--- src/rtl/dsi_link_sequencer.sv ---
// DSI output path bring-up/shut-down sequencer with per-step timeout supervision.
// Define DSI_LINK_SEQ_AUTO_RETRY_EN to retry LINES_UP from FAULT (up to 3 times).
module dsi_link_sequencer #(
  parameter int unsigned INIT_DELAY_CYCLES = 1000,
  parameter int unsigned TIMEOUT_CYCLES    = 4096,
  parameter int unsigned CNT_WIDTH         = 16
) (
  input  logic       clk,
  input  logic       rst_n,
  input  logic       start,
  input  logic       stop,
  input  logic       clear_error,
  input  logic [9:0] pix_fifo_prefill,
  input  logic [9:0] pix_fifo_rdusedw,
  input  logic       lines_ready,
  input  logic       clock_ready,
  input  logic       lines_active,
  input  logic       uploader_active,
  output logic       lines_enable,
  output logic       clock_enable,
  output logic       uploader_enable,
  output logic       streaming_enable,
  output logic [3:0] state,
  output logic       busy,
  output logic       error,
  output logic [1:0] error_code
`ifdef DSI_LINK_SEQ_AUTO_RETRY_EN
  ,
  output logic [1:0] retry_count
`endif
);

  typedef enum logic [3:0] {
    StIdle       = 4'd0,
    StLinesUp    = 4'd1,
    StLp11Hold   = 4'd2,
    StClockUp    = 4'd3,
    StPrefill    = 4'd4,
    StStreaming  = 4'd5,
    StStopStream = 4'd6,
    StLinkDown   = 4'd7,
    StFault      = 4'd8
  } state_e;

  localparam logic [CNT_WIDTH-1:0] TimeoutLast = CNT_WIDTH'(TIMEOUT_CYCLES - 1);
  localparam logic [CNT_WIDTH-1:0] HoldLast    = CNT_WIDTH'(INIT_DELAY_CYCLES - 1);

  state_e               state_q, state_d;
  logic [CNT_WIDTH-1:0] cnt_q, cnt_d;
  logic                 lines_en_q, lines_en_d;
  logic                 clock_en_q, clock_en_d;
  logic                 upl_en_q, upl_en_d;
  logic                 strm_en_q, strm_en_d;
  logic                 busy_q, busy_d;
  logic                 err_q, err_d;
  logic [1:0]           code_q, code_d;
`ifdef DSI_LINK_SEQ_AUTO_RETRY_EN
  logic [1:0]           retry_q, retry_d;
`endif

  logic       timeout, hold_done, abort, fault;
  logic [1:0] fault_code;

  always_comb begin
    state_d    = state_q;
    lines_en_d = lines_en_q;
    clock_en_d = clock_en_q;
    upl_en_d   = upl_en_q;
    strm_en_d  = strm_en_q;
    err_d      = err_q;
    code_d     = code_q;
`ifdef DSI_LINK_SEQ_AUTO_RETRY_EN
    retry_d    = retry_q;
`endif
    abort      = 1'b0;
    fault      = 1'b0;
    fault_code = 2'd0;
    timeout    = (cnt_q == TimeoutLast);
    hold_done  = (cnt_q == HoldLast);

    case (state_q)
      StIdle: begin
        if (start && !stop) begin
          state_d    = StLinesUp;
          lines_en_d = 1'b1;
        end
      end
      StLinesUp: begin
        if (stop) abort = 1'b1;
        else if (lines_ready) state_d = StLp11Hold;
        else if (timeout) begin
          fault      = 1'b1;
          fault_code = 2'd1;
        end
      end
      StLp11Hold: begin
        if (stop) abort = 1'b1;
        else if (hold_done) begin
          state_d    = StClockUp;
          clock_en_d = 1'b1;
        end
      end
      StClockUp: begin
        if (stop) abort = 1'b1;
        else if (clock_ready) begin
          state_d  = StPrefill;
          upl_en_d = 1'b1;
        end else if (timeout) begin
          fault      = 1'b1;
          fault_code = 2'd2;
        end
      end
      StPrefill: begin
        if (stop) abort = 1'b1;
        else if (pix_fifo_rdusedw >= pix_fifo_prefill) begin
          state_d   = StStreaming;
          strm_en_d = 1'b1;
`ifdef DSI_LINK_SEQ_AUTO_RETRY_EN
          // Reaching STREAMING proves the link works: forget earlier faults.
          err_d     = 1'b0;
          code_d    = 2'd0;
          retry_d   = 2'd0;
`endif
        end else if (timeout) begin
          fault      = 1'b1;
          fault_code = 2'd3;
        end
      end
      StStreaming: begin
        if (stop) abort = 1'b1;
      end
      StStopStream: begin
        if (!lines_active && !uploader_active) begin
          state_d    = StLinkDown;
          clock_en_d = 1'b0;
        end else if (timeout) begin
          fault      = 1'b1;
          fault_code = 2'd3;
        end
      end
      StLinkDown: begin
        if (!clock_ready) begin
          state_d    = StIdle;
          lines_en_d = 1'b0;
        end else if (timeout) begin
          fault      = 1'b1;
          fault_code = 2'd2;
        end
      end
      StFault: begin
        if (clear_error) begin
          state_d = StIdle;
          err_d   = 1'b0;
          code_d  = 2'd0;
`ifdef DSI_LINK_SEQ_AUTO_RETRY_EN
          retry_d = 2'd0;
        end else if (retry_q != 2'd3 && hold_done) begin
          state_d    = StLinesUp;
          lines_en_d = 1'b1;
          retry_d    = retry_q + 2'd1;
`endif
        end
      end
      default: state_d = StIdle;
    endcase

    if (abort) begin
      state_d   = StStopStream;
      upl_en_d  = 1'b0;
      strm_en_d = 1'b0;
    end else if (fault) begin
      state_d    = StFault;
      lines_en_d = 1'b0;
      clock_en_d = 1'b0;
      upl_en_d   = 1'b0;
      strm_en_d  = 1'b0;
      err_d      = 1'b1;
      // Only the first fault code survives until acknowledged.
      code_d     = err_q ? code_q : fault_code;
    end

    cnt_d  = (state_d != state_q) ? '0 :
             (timeout ? cnt_q : cnt_q + CNT_WIDTH'(1));
    busy_d = (state_d != StIdle) && (state_d != StFault);
  end

  always_ff @(posedge clk or negedge rst_n) begin
    if (!rst_n) begin
      state_q    <= StIdle;
      cnt_q      <= '0;
      lines_en_q <= 1'b0;
      clock_en_q <= 1'b0;
      upl_en_q   <= 1'b0;
      strm_en_q  <= 1'b0;
      busy_q     <= 1'b0;
      err_q      <= 1'b0;
      code_q     <= 2'd0;
`ifdef DSI_LINK_SEQ_AUTO_RETRY_EN
      retry_q    <= 2'd0;
`endif
    end else begin
      state_q    <= state_d;
      cnt_q      <= cnt_d;
      lines_en_q <= lines_en_d;
      clock_en_q <= clock_en_d;
      upl_en_q   <= upl_en_d;
      strm_en_q  <= strm_en_d;
      busy_q     <= busy_d;
      err_q      <= err_d;
      code_q     <= code_d;
`ifdef DSI_LINK_SEQ_AUTO_RETRY_EN
      retry_q    <= retry_d;
`endif
    end
  end

  assign lines_enable     = lines_en_q;
  assign clock_enable     = clock_en_q;
  assign uploader_enable  = upl_en_q;
  assign streaming_enable = strm_en_q;
  assign state            = state_q;
  assign busy             = busy_q;
  assign error            = err_q;
  assign error_code       = code_q;
`ifdef DSI_LINK_SEQ_AUTO_RETRY_EN
  assign retry_count      = retry_q;
`endif

endmodule

--- config.mk ---
export PLATFORM = sky130hd
export DESIGN_NAME = dsi_link_sequencer
export DESIGN_NICKNAME = d
export VERILOG_FILES = /design/src/rtl/dsi_link_sequencer.sv
export SDC_FILE = /design/constraint.sdc
export NUM_CORES = 1
export LEC_CHECK = 0
export CAP_MARGIN = 40
export CORE_MARGIN = 10
export CORE_UTILIZATION = 50
export DETAILED_ROUTE_END_ITERATION = 10
export HOLD_SLACK_MARGIN = 0.08
export PLACE_DENSITY = 0.89
export SYNTH_ARGS = -nofsm -noshare
export SYNTH_HDL_FRONTEND = slang
export SYNTH_SLANG_ARGS = --single-unit
export TNS_END_PERCENT = 20
--- constraint.sdc ---
create_clock -name clk -period 2.8 [get_ports clk]
set_input_delay 0.84 -clock clk [delete_from_list [all_inputs] [get_ports clk]]
set_output_delay 0.84 -clock clk [all_outputs]
set_load 0.05 [all_outputs]
==> results of run 1 <==
## cell families after synthesis
kind of cell	Yosys count
muxes	6
adders and majority gates	11
and+or+nand+nor	104
AOI/OAI and AO/OA	32
DFF	28
xor gates and xnor gates	14
buffers and inverters	24
## report_power, final
part / switching [mW] / total (mW) / leakage (nW) / internal, mW
logic: 0.843 / 1.51 / 0.962 / 0.668
registers: 0.0827 / 0.537 / 0.374 / 0.454
clock network: 0.124 / 0.221 / 0.0216 / 0.0968
## placed cells by master, fill, tap and decap left out, drive strengths merged, types with 2 or more instances in the layout
cell type / count
buf: 40
nor3: 10
a31oi: 4
inv: 17
a21o: 2
a21oi: 11
xnor2: 6
nor2: 20
and3: 2
clkdlybuf4s50: 18
xor2: 8
nand3: 12
mux2: 2
nor4: 21
nand4: 7
dlymetal6s2s: 2
nor2b: 3
clkdlybuf4s15: 5
and2: 2
nand2b: 3
o31ai: 3
dfrtp: 28
mux2i: 4
ha: 11
dlygate4sd2: 13
clkbuf: 3
or4: 3
o21ai: 4
nand2: 17
## state kept, by name, summed over array words and instances (netlist names)
register,flops
clock_enable,1
uploader_enable,1
lines_enable,1
state,4
cnt_q,16
error_code,2
busy,1
error,1
streaming_enable,1
## per-layer routing
layer  track usage, %  wire [um]  share of wire [%]
met1            18.07       2863                 35
met2            35.61       4218                 52
met3            4.883        543                6.7
met4            6.393        474                5.9
met5                0          0                  0
## path summary, 6_finish.rpt
check	endpoint	slack, ns	cells after the start
worst max-delay path	cnt_q[3]$_DFFE_PN0P_	-0.15	9
worst min-delay path	error_code[1]$_DFFE_PN0P_	0.57	2
worst max register to register	cnt_q[3]$_DFFE_PN0P_	-0.15	9
worst min register to register	error_code[1]$_DFFE_PN0P_	0.57	2
max in group asynchronous	cnt_q[8]$_DFFE_PN0P_	1.55	2
min in group asynchronous	uploader_enable$_DFFE_PN0P_	0.96	2
## stage by stage
stage | total power, mW | instance area [um^2] | utilization (%) | worst slack, ns | hold slack (ns)
2_1_floorplan | 1.132 | 2032 | - | 0.01523 | 0.5276
3_3_place_gp | 1.482 | 2681 | 67.52 | -0.5327 | 0.4816
3_5_place_dp | 1.506 | 2681 | 67.52 | -0.6707 | 0.5204
4_1_cts | 2.047 | 3012 | 75.83 | 0.001341 | 0.5378
5_1_grt | 2.355 | 3203 | 80.66 | -0.1911 | 0.5948
6_report | 2.269 | 3203 | 80.66 | -0.1495 | 0.5682
## timing repair
item                       in CTS  in global routing
pin swaps                      14                 19
gates resized for setup        60                 31
setup endpoints to repair      22                 17
buffers inserted                5                  7
cloned                          3                  0
## area by class of cell
cell class                      count  area (um^2)  area share (%)
Sequential cell                    28        700.7           21.88
Clock buffer                        3        41.29           1.289
Inverter                           17        63.81           1.992
Antenna cell                        1        2.502         0.07813
Timing Repair Buffer               79        784.5           24.49
Multi-Input combinational cell    167         1548           48.32
Tap cell                           50        62.56           1.953
## worst max-delay path, cell delays in order, from the launching register on
cell,delay [ns]
dfrtp_1,0.56
nor2b_1,0.52
nand3b_1,0.27
or4bb_1,0.64
o211ai_1,0.23
a21oi_4,0.06
mux2i_4,0.20
buf_6,0.14
buf_16,0.15
nor4_2,0.06
==> implementation parameters, run 1 <==
Parameter                              Value

Hold path
  Tightest Hold Check Type ... register to register
  Launch instance of the worst min-delay path ... error_code[1]$_DFFE_PN0P_

Critical path
  Critical Path Fanout Max ... 12
  Worst flop-to-flop path startpoint ... state[1]$_DFF_PN0_
  CP startpoint ... state[1]$_DFF_PN0_
  Category of the worst setup path launch point ... register
  Critical path type ... register to register
  Required time of the critical path ... 2.96 ns
  Setup crit end kind ... register
  Arrival time at the worst endpoint ... 3.11 ns

Timing
  Final worst clock skew ... between 0.009 and 0.01 ns
  Summed negative setup slack over all endpoints ... -1.929 ns
  Slew Limit Headroom ... between 50 and 60%
  Post-route fraction of the period consumed by the critical path ... 105.3%
  Number of max-slew violations in the final report ... 0
  Final worst setup slack ... -0.1495 ns
  Final critical path time including I/O delays and setup ... 2.950 ns
  Final count of negative-setup-slack endpoints ... 19
  Slew at the pin closest to its max-slew limit ... between 0.6 and 0.7 ns
  Count of final hold-check violations ... 0
  Upper clock frequency limit ... about 0.34 GHz

Yosys
  Mux share of post-synthesis cell area ... under 10%
  Portion of synthesized cell area occupied by the leading cell type ... approximately 34%
  Synthesized cell area ... slightly above 0.002 mm^2
  Yosys top cell by area ... dfrtp_1
  Sequential share of the synthesized area ... approximately a third
  Xor-xnor portion of the synthesized cell area ... 6.034%
  Adder-cell share of the synthesized area ... between 6 and 7%
  Top flip-flop cell by instance count after synthesis ... dfrtp_1
  Syn Nets ... about 260
  Top cells by instance count after synthesis ... 28 x dfrtp_1, 19 x nor2_1, 17 x inv_1, 17 x nand2_1, 12 x nand3_1
  Main combinational cell family by area after synthesis ... simple AND/OR/NAND/NOR gates
  Area fraction in compound gates after synthesis ... 12.87%
  Number of synthesized flops with an enable pin ... 0
  Simple-gate share of the synthesized area ... about 31%
  Cell count after synthesis ... approximately 220
  YS warnings ... 0
  Fraction of synthesis flops using an asynchronous set or reset pin ... 100.0%
  Post-synthesis register bit count ... 28
  Synth Area per Inst ... 9.278 um^2
  Ranking of synthesized cells by area ... dfrtp_1 34%, ha_1 6.8%, nor4_2 6.8%, nor2_1 3.5%, xor2_1 3.4%
  Synth cell types ... 51
  Library cell with the highest instance count after synthesis ... dfrtp_1

Final layout
  Layout cell share with drive strength beyond 1 ... between 30% and 40%
  Non-filler instance count after layout ... roughly 350
  Net count of the finished layout ... approximately 340
  Fillers ... roughly 200
  Synth-to-Final Area Change ... 57.64%

Die
  Placeable core region ... 0.003971 mm^2
  Die width ... approximately 84 um
  Die H ... around 84 um
  Initial Util ... 51.17%
  Total die area ... 0.007014 mm^2
  Count of boundary I/O pins ... 41
  Row count ... 23

Route
  Detail-routed via count per cell ... 6.681
  Number of violations reported at the end of detailed-routing iteration 0 ... 261
  Remaining number of nets flagged by the antenna check after routing ... 0
  DR WL/cell ... 23.48 um
  Remaining DRCs ... 0
  Number of optimization iterations in the first detailed-route pass ... 5
  Total Wirelength ... slightly above 8000 um
  Vias ... about 2,300

Place
  Weighted congestion at the end of routability-driven global placement ... 0.9026
  Input/output buffers ... 40
  Detailed-placement wirelength estimate ... between 4000 and 5000 um
  Number of placed cells counting well taps ... around 330

Power
  Max VDD drop ... ~0.66 mV
  Standby leakage power ... roughly 1.4 nW
  P per Cell Area ... slightly above 700 mW/mm^2

Job
  Max-cap check violation count ... 0

GRT
  Global-route usage over all layers ... between 10% and 20%
  Wire length of the first global-routing pass ... between 10,000 and 15,000 um
  Maximum number of pins on one net before global-route repair ... 29
  Via count of the first global-routing pass ... 2,204
  Global-route congestion overflow total ... 0
  Initial antenna violation count ... 1

Clock tree
  Clock-pin slew on the worst setup and hold paths ... approximately 0.1 ns
  CTS sink cnt ... 28
  Longest Clk Path Bufs ... 2
  Clock tree from TritonCTS ... done
  Total of hold buffers inserted after clock tree synthesis ... 0
  Worst-skew pair later-pin latency ... around 0.28 ns
  Number of H-tree levels ... 1
  Clock buffers created by TritonCTS ... 3
  Clock root buffer ... clkbuf_8

Status
  Failing checks ... setup timing
  Outcome ... finished, violations left
Power figures use the tool's default switching activity.
==> inputs of run 2 (changes only) <==
- CTS_CLUSTER_DIAMETER: not set -> 60
- SKIP_CTS_REPAIR_TIMING: not set -> 1
==> implementation parameters, run 2 (same netlist as run 1, synthesis figures left out) <==
Parameter                              Value

Status
  Outcome ... finished, violations left (unchanged)
  Failing checks ... setup timing (unchanged)

Timing
  Count of final hold-check violations ... 0 (unchanged)
  Number of max-slew violations in the final report ... 0 (unchanged)
  Slew Limit Headroom ... 62.05% (was 58.30%)
  Final worst clock skew ... 0.01062 ns (was 0.009174 ns)
  Post-route fraction of the period consumed by the critical path ... 100.1% (was 105.3%)
  Upper clock frequency limit ... 0.3569 GHz (was 0.3390 GHz)
  Final critical path time including I/O delays and setup ... 2.802 ns (was 2.950 ns)
  Final worst setup slack ... -0.002229 ns (was -0.1495 ns)
  Slew at the pin closest to its max-slew limit ... 0.5692 ns (was 0.6256 ns)
  Final count of negative-setup-slack endpoints ... 1 (was 19)

Final layout
  Layout cell share with drive strength beyond 1 ... 31.12% (was 33.67%)
  Synth-to-Final Area Change ... 54.37% (was 57.64%)
  Max FFs per register ... 16 (unchanged)
  Fillers ... 199 (was 198)
  Count of antenna diodes in the layout ... 0 (was 1)
  Biggest register ... cnt_q (unchanged)
  Most frequent cells in the layout ... 28 x dfrtp_1, 26 x buf_4, 22 x dlymetal6s2s_1 (was 28 x dfrtp_1, 28 x buf_4, 19 x nor2_1)
  Net count of the finished layout ... 328 (was 336)
  Most common library cell in the layout ignoring fill and taps ... dfrtp_1
  Storage element area ... 700.7 um^2 (unchanged)
  Area taken by multi-input logic gates ... 0.001508 mm^2 (was 0.001548 mm^2)

Place
  Weighted congestion at the end of routability-driven global placement ... 0.9026 (unchanged)
  Input/output buffers ... 40 (unchanged)
  Dpl ws ... -0.6707 ns (unchanged)
  Detailed-placement wirelength estimate ... 4182 um (unchanged)

Power
  Relative contribution of combinational cells to total power ... 63.6% (was 66.6%)
  Max VDD drop ... 0.5352 mV (was 0.6583 mV)
  Net switching power ... 0.9588 mW (was 1.050 mW)
  Standby leakage power ... 1.444 nW (was 1.358 nW)
  Total chip power ... 2.058 mW (was 2.269 mW)
  Clock group share of total power ... 10.7% (was 9.7%)
  P per Cell Area ... 656.0 mW/mm^2 (was 708.3 mW/mm^2)
  Fraction of power consumed by sequential logic ... 25.7% (was 23.7%)
  Internal power ... 1.099 mW (was 1.219 mW)
  Switching power share of the total ... 46.60% (was 46.27%)

Clock tree
  Clock root buffer ... clkbuf_8 (unchanged)
  Clock buffers created by TritonCTS ... 3 (unchanged)
  CTS sink cnt ... 28 (unchanged)
  Longest Clk Path Bufs ... 2 (unchanged)
  Clock tree from TritonCTS ... done (unchanged)
  Worst-skew pair later-pin latency ... 0.27 ns (was 0.28 ns)
  Clock-pin slew on the worst setup and hold paths ... 0.10 ns (about the same)
  Number of H-tree levels ... 1 (unchanged)

GRT
  Initial antenna violation count ... 0 (was 1)
  Global-route usage over all layers ... 15.23% (was 18.39%)
  Via count of the first global-routing pass ... 1,892 (was 2,204)
  Maximum number of pins on one net before global-route repair ... 29 (unchanged)
  Wire length of the first global-routing pass ... 9301 um (was 10,800 um)
  Global-route congestion overflow total ... 0 (unchanged)

Critical path
  Largest delay contributor family on the critical path ... simple AND/OR/NAND/NOR gates (unchanged)
  Setup crit end kind ... register (unchanged)
  Crit path buf inv count ... 4 (was 2)
  Critical Path Fanout Max ... 4 (was 12)
  Arrival time at the worst endpoint ... 3.01 ns (was 3.11 ns)
  Cell mode on critical path ... buf_4
  Cells along the critical path ... clkdlybuf4s50_1 -> nand3b_1 -> or4bb_1 -> inv_1 -> a21oi_4 -> buf_4 -> buf_4 -> nor2_1 -> mux2i_1 (was nor2b_1 -> nand3b_1 -> or4bb_1 -> o211ai_1 -> a21oi_4 -> mux2i_4 -> buf_6 -> buf_16 -> nor4_2)
  Required time of the critical path ... 3.00 ns (was 2.96 ns)
  Category of the worst setup path launch point ... input pin (was register)
  Critical path type ... input pin to register (was register to register)
  Cell with the biggest individual delay on the critical path ... or4bb_1 (unchanged)
  Worst path max stage delay ... 0.61 ns (was 0.64 ns)

Die
  Die H ... 83.75 um (unchanged)
  Total die area ... 0.007014 mm^2 (unchanged)
  Placeable core region ... 0.003971 mm^2 (unchanged)
  Count of boundary I/O pins ... 41 (unchanged)
  Die width ... 83.75 um (unchanged)
  Initial Util ... 51.17% (unchanged)
  Row count ... 23 (unchanged)

Hold path
  Tightest Hold Check Type ... register to register (unchanged)

Route
  DR WL/cell ... 21.14 um (was 23.48 um)
  Vias ... 2,052 (was 2,305)
  Number of optimization iterations in the first detailed-route pass ... 6 (was 5)
  Detail-routed via count per cell ... 6.107 (was 6.681)
  Total Wirelength ... 7102 um (was 8099 um)
  Number of violations reported at the end of detailed-routing iteration 0 ... 160 (was 261)
  Remaining DRCs ... 0 (unchanged)
  Remaining number of nets flagged by the antenna check after routing ... 0 (unchanged)

Job
  Max-cap check violation count ... 0 (unchanged)
## run 2: changes by cell type in the layout (fill, tap and decap cells not counted), moves of 2 or more
cell	before	now
a21oi_2	1	3
a21oi_4	6	4
buf_16	2	0
buf_2	2	0
buf_4	28	26
buf_6	6	0
clkbuf_16	0	2
clkdlybuf4s15_1	5	0
dlygate4sd2_1	13	0
dlymetal6s2s_1	2	22
inv_1	12	9
inv_2	5	8
o21ai_1	0	2
o21ai_2	2	0
## run 2: cell type report
| class | instances | area share, % |
|---|---|---|
| Inverter | 17 | 2.034 |
| Tap cell | 50 | 1.994 |
| Sequential cell | 28 | 22.34 |
| Clock buffer | 3 | 1.316 |
| Multi-Input combinational cell | 167 | 48.07 |
| Timing Repair Buffer | 71 | 24.25 |
## run 2: power groups by stage
stage / Clock, mW / Sequential (mW) / Combinational, mW
floorplan: 0 / 0.624 / 0.508
global placement: 0 / 0.528 / 0.954
detailed placement: 0 / 0.530 / 0.976
CTS: 0.223 / 0.522 / 0.981
global route: 0.239 / 0.536 / 1.37
finish: 0.221 / 0.528 / 1.31
## run 2: final timing paths
path                                              start                      endpoint  slack, ns  depth (start not counted)
setup / recovery                            lines_ready     error_code[0]$_DFFE_PN0P_     -0.002                          9
hold / removal             streaming_enable$_DFFE_PN0P_  streaming_enable$_DFFE_PN0P_       0.54                          2
setup reg to reg                     state[2]$_DFF_PN0_         cnt_q[13]$_DFFE_PN0P_       0.05                          8
hold reg to reg            streaming_enable$_DFFE_PN0P_  streaming_enable$_DFFE_PN0P_       0.54                          2
max in group asynchronous                         rst_n          cnt_q[4]$_DFFE_PN0P_       1.58                          2
min in group asynchronous                         rst_n  streaming_enable$_DFFE_PN0P_       0.94                          2
## run 2: through the flow
step	instances	hold slack, ns	utilization (%)	cell area, um^2	TNS [ns]
floorplan	219	0.5276	-	2032	0
global placement	328	0.4816	67.52	2681	-10.98
detailed placement	328	0.5204	67.52	2681	-12.62
CTS	331	0.5378	68.56	2723	-5.546
global route	336	0.5754	78.99	3137	-0.3302
finish	336	0.5402	78.99	3137	-0.002229
## run 2: metal layers
| metal | part of all wire [%] | GRT usage [%] |
|---|---|---|
| met5 | 0 | 0 |
| met4 | 3.0 | 0.9132 |
| met3 | 5.4 | 2.832 |
| met2 | 54 | 28.08 |
| met1 | 38 | 18.47 |
## run 2: worst register-to-register path, cell delays in order, from the launching register on
cell and delay (ns):
dfrtp_1 0.70, nand2b_1 0.28, or4_1 0.58, nand3_1 0.13, nor3_1 0.08, a21boi_2 0.23, mux2i_4 0.35, clkbuf_16 0.23
nor4_4 0.05
==> inputs of run 3 (changes only) <==
- CAP_MARGIN: 40 -> not set
==> results of run 3 <==
Final layout, timing and power as in run 2 (identical DEF).
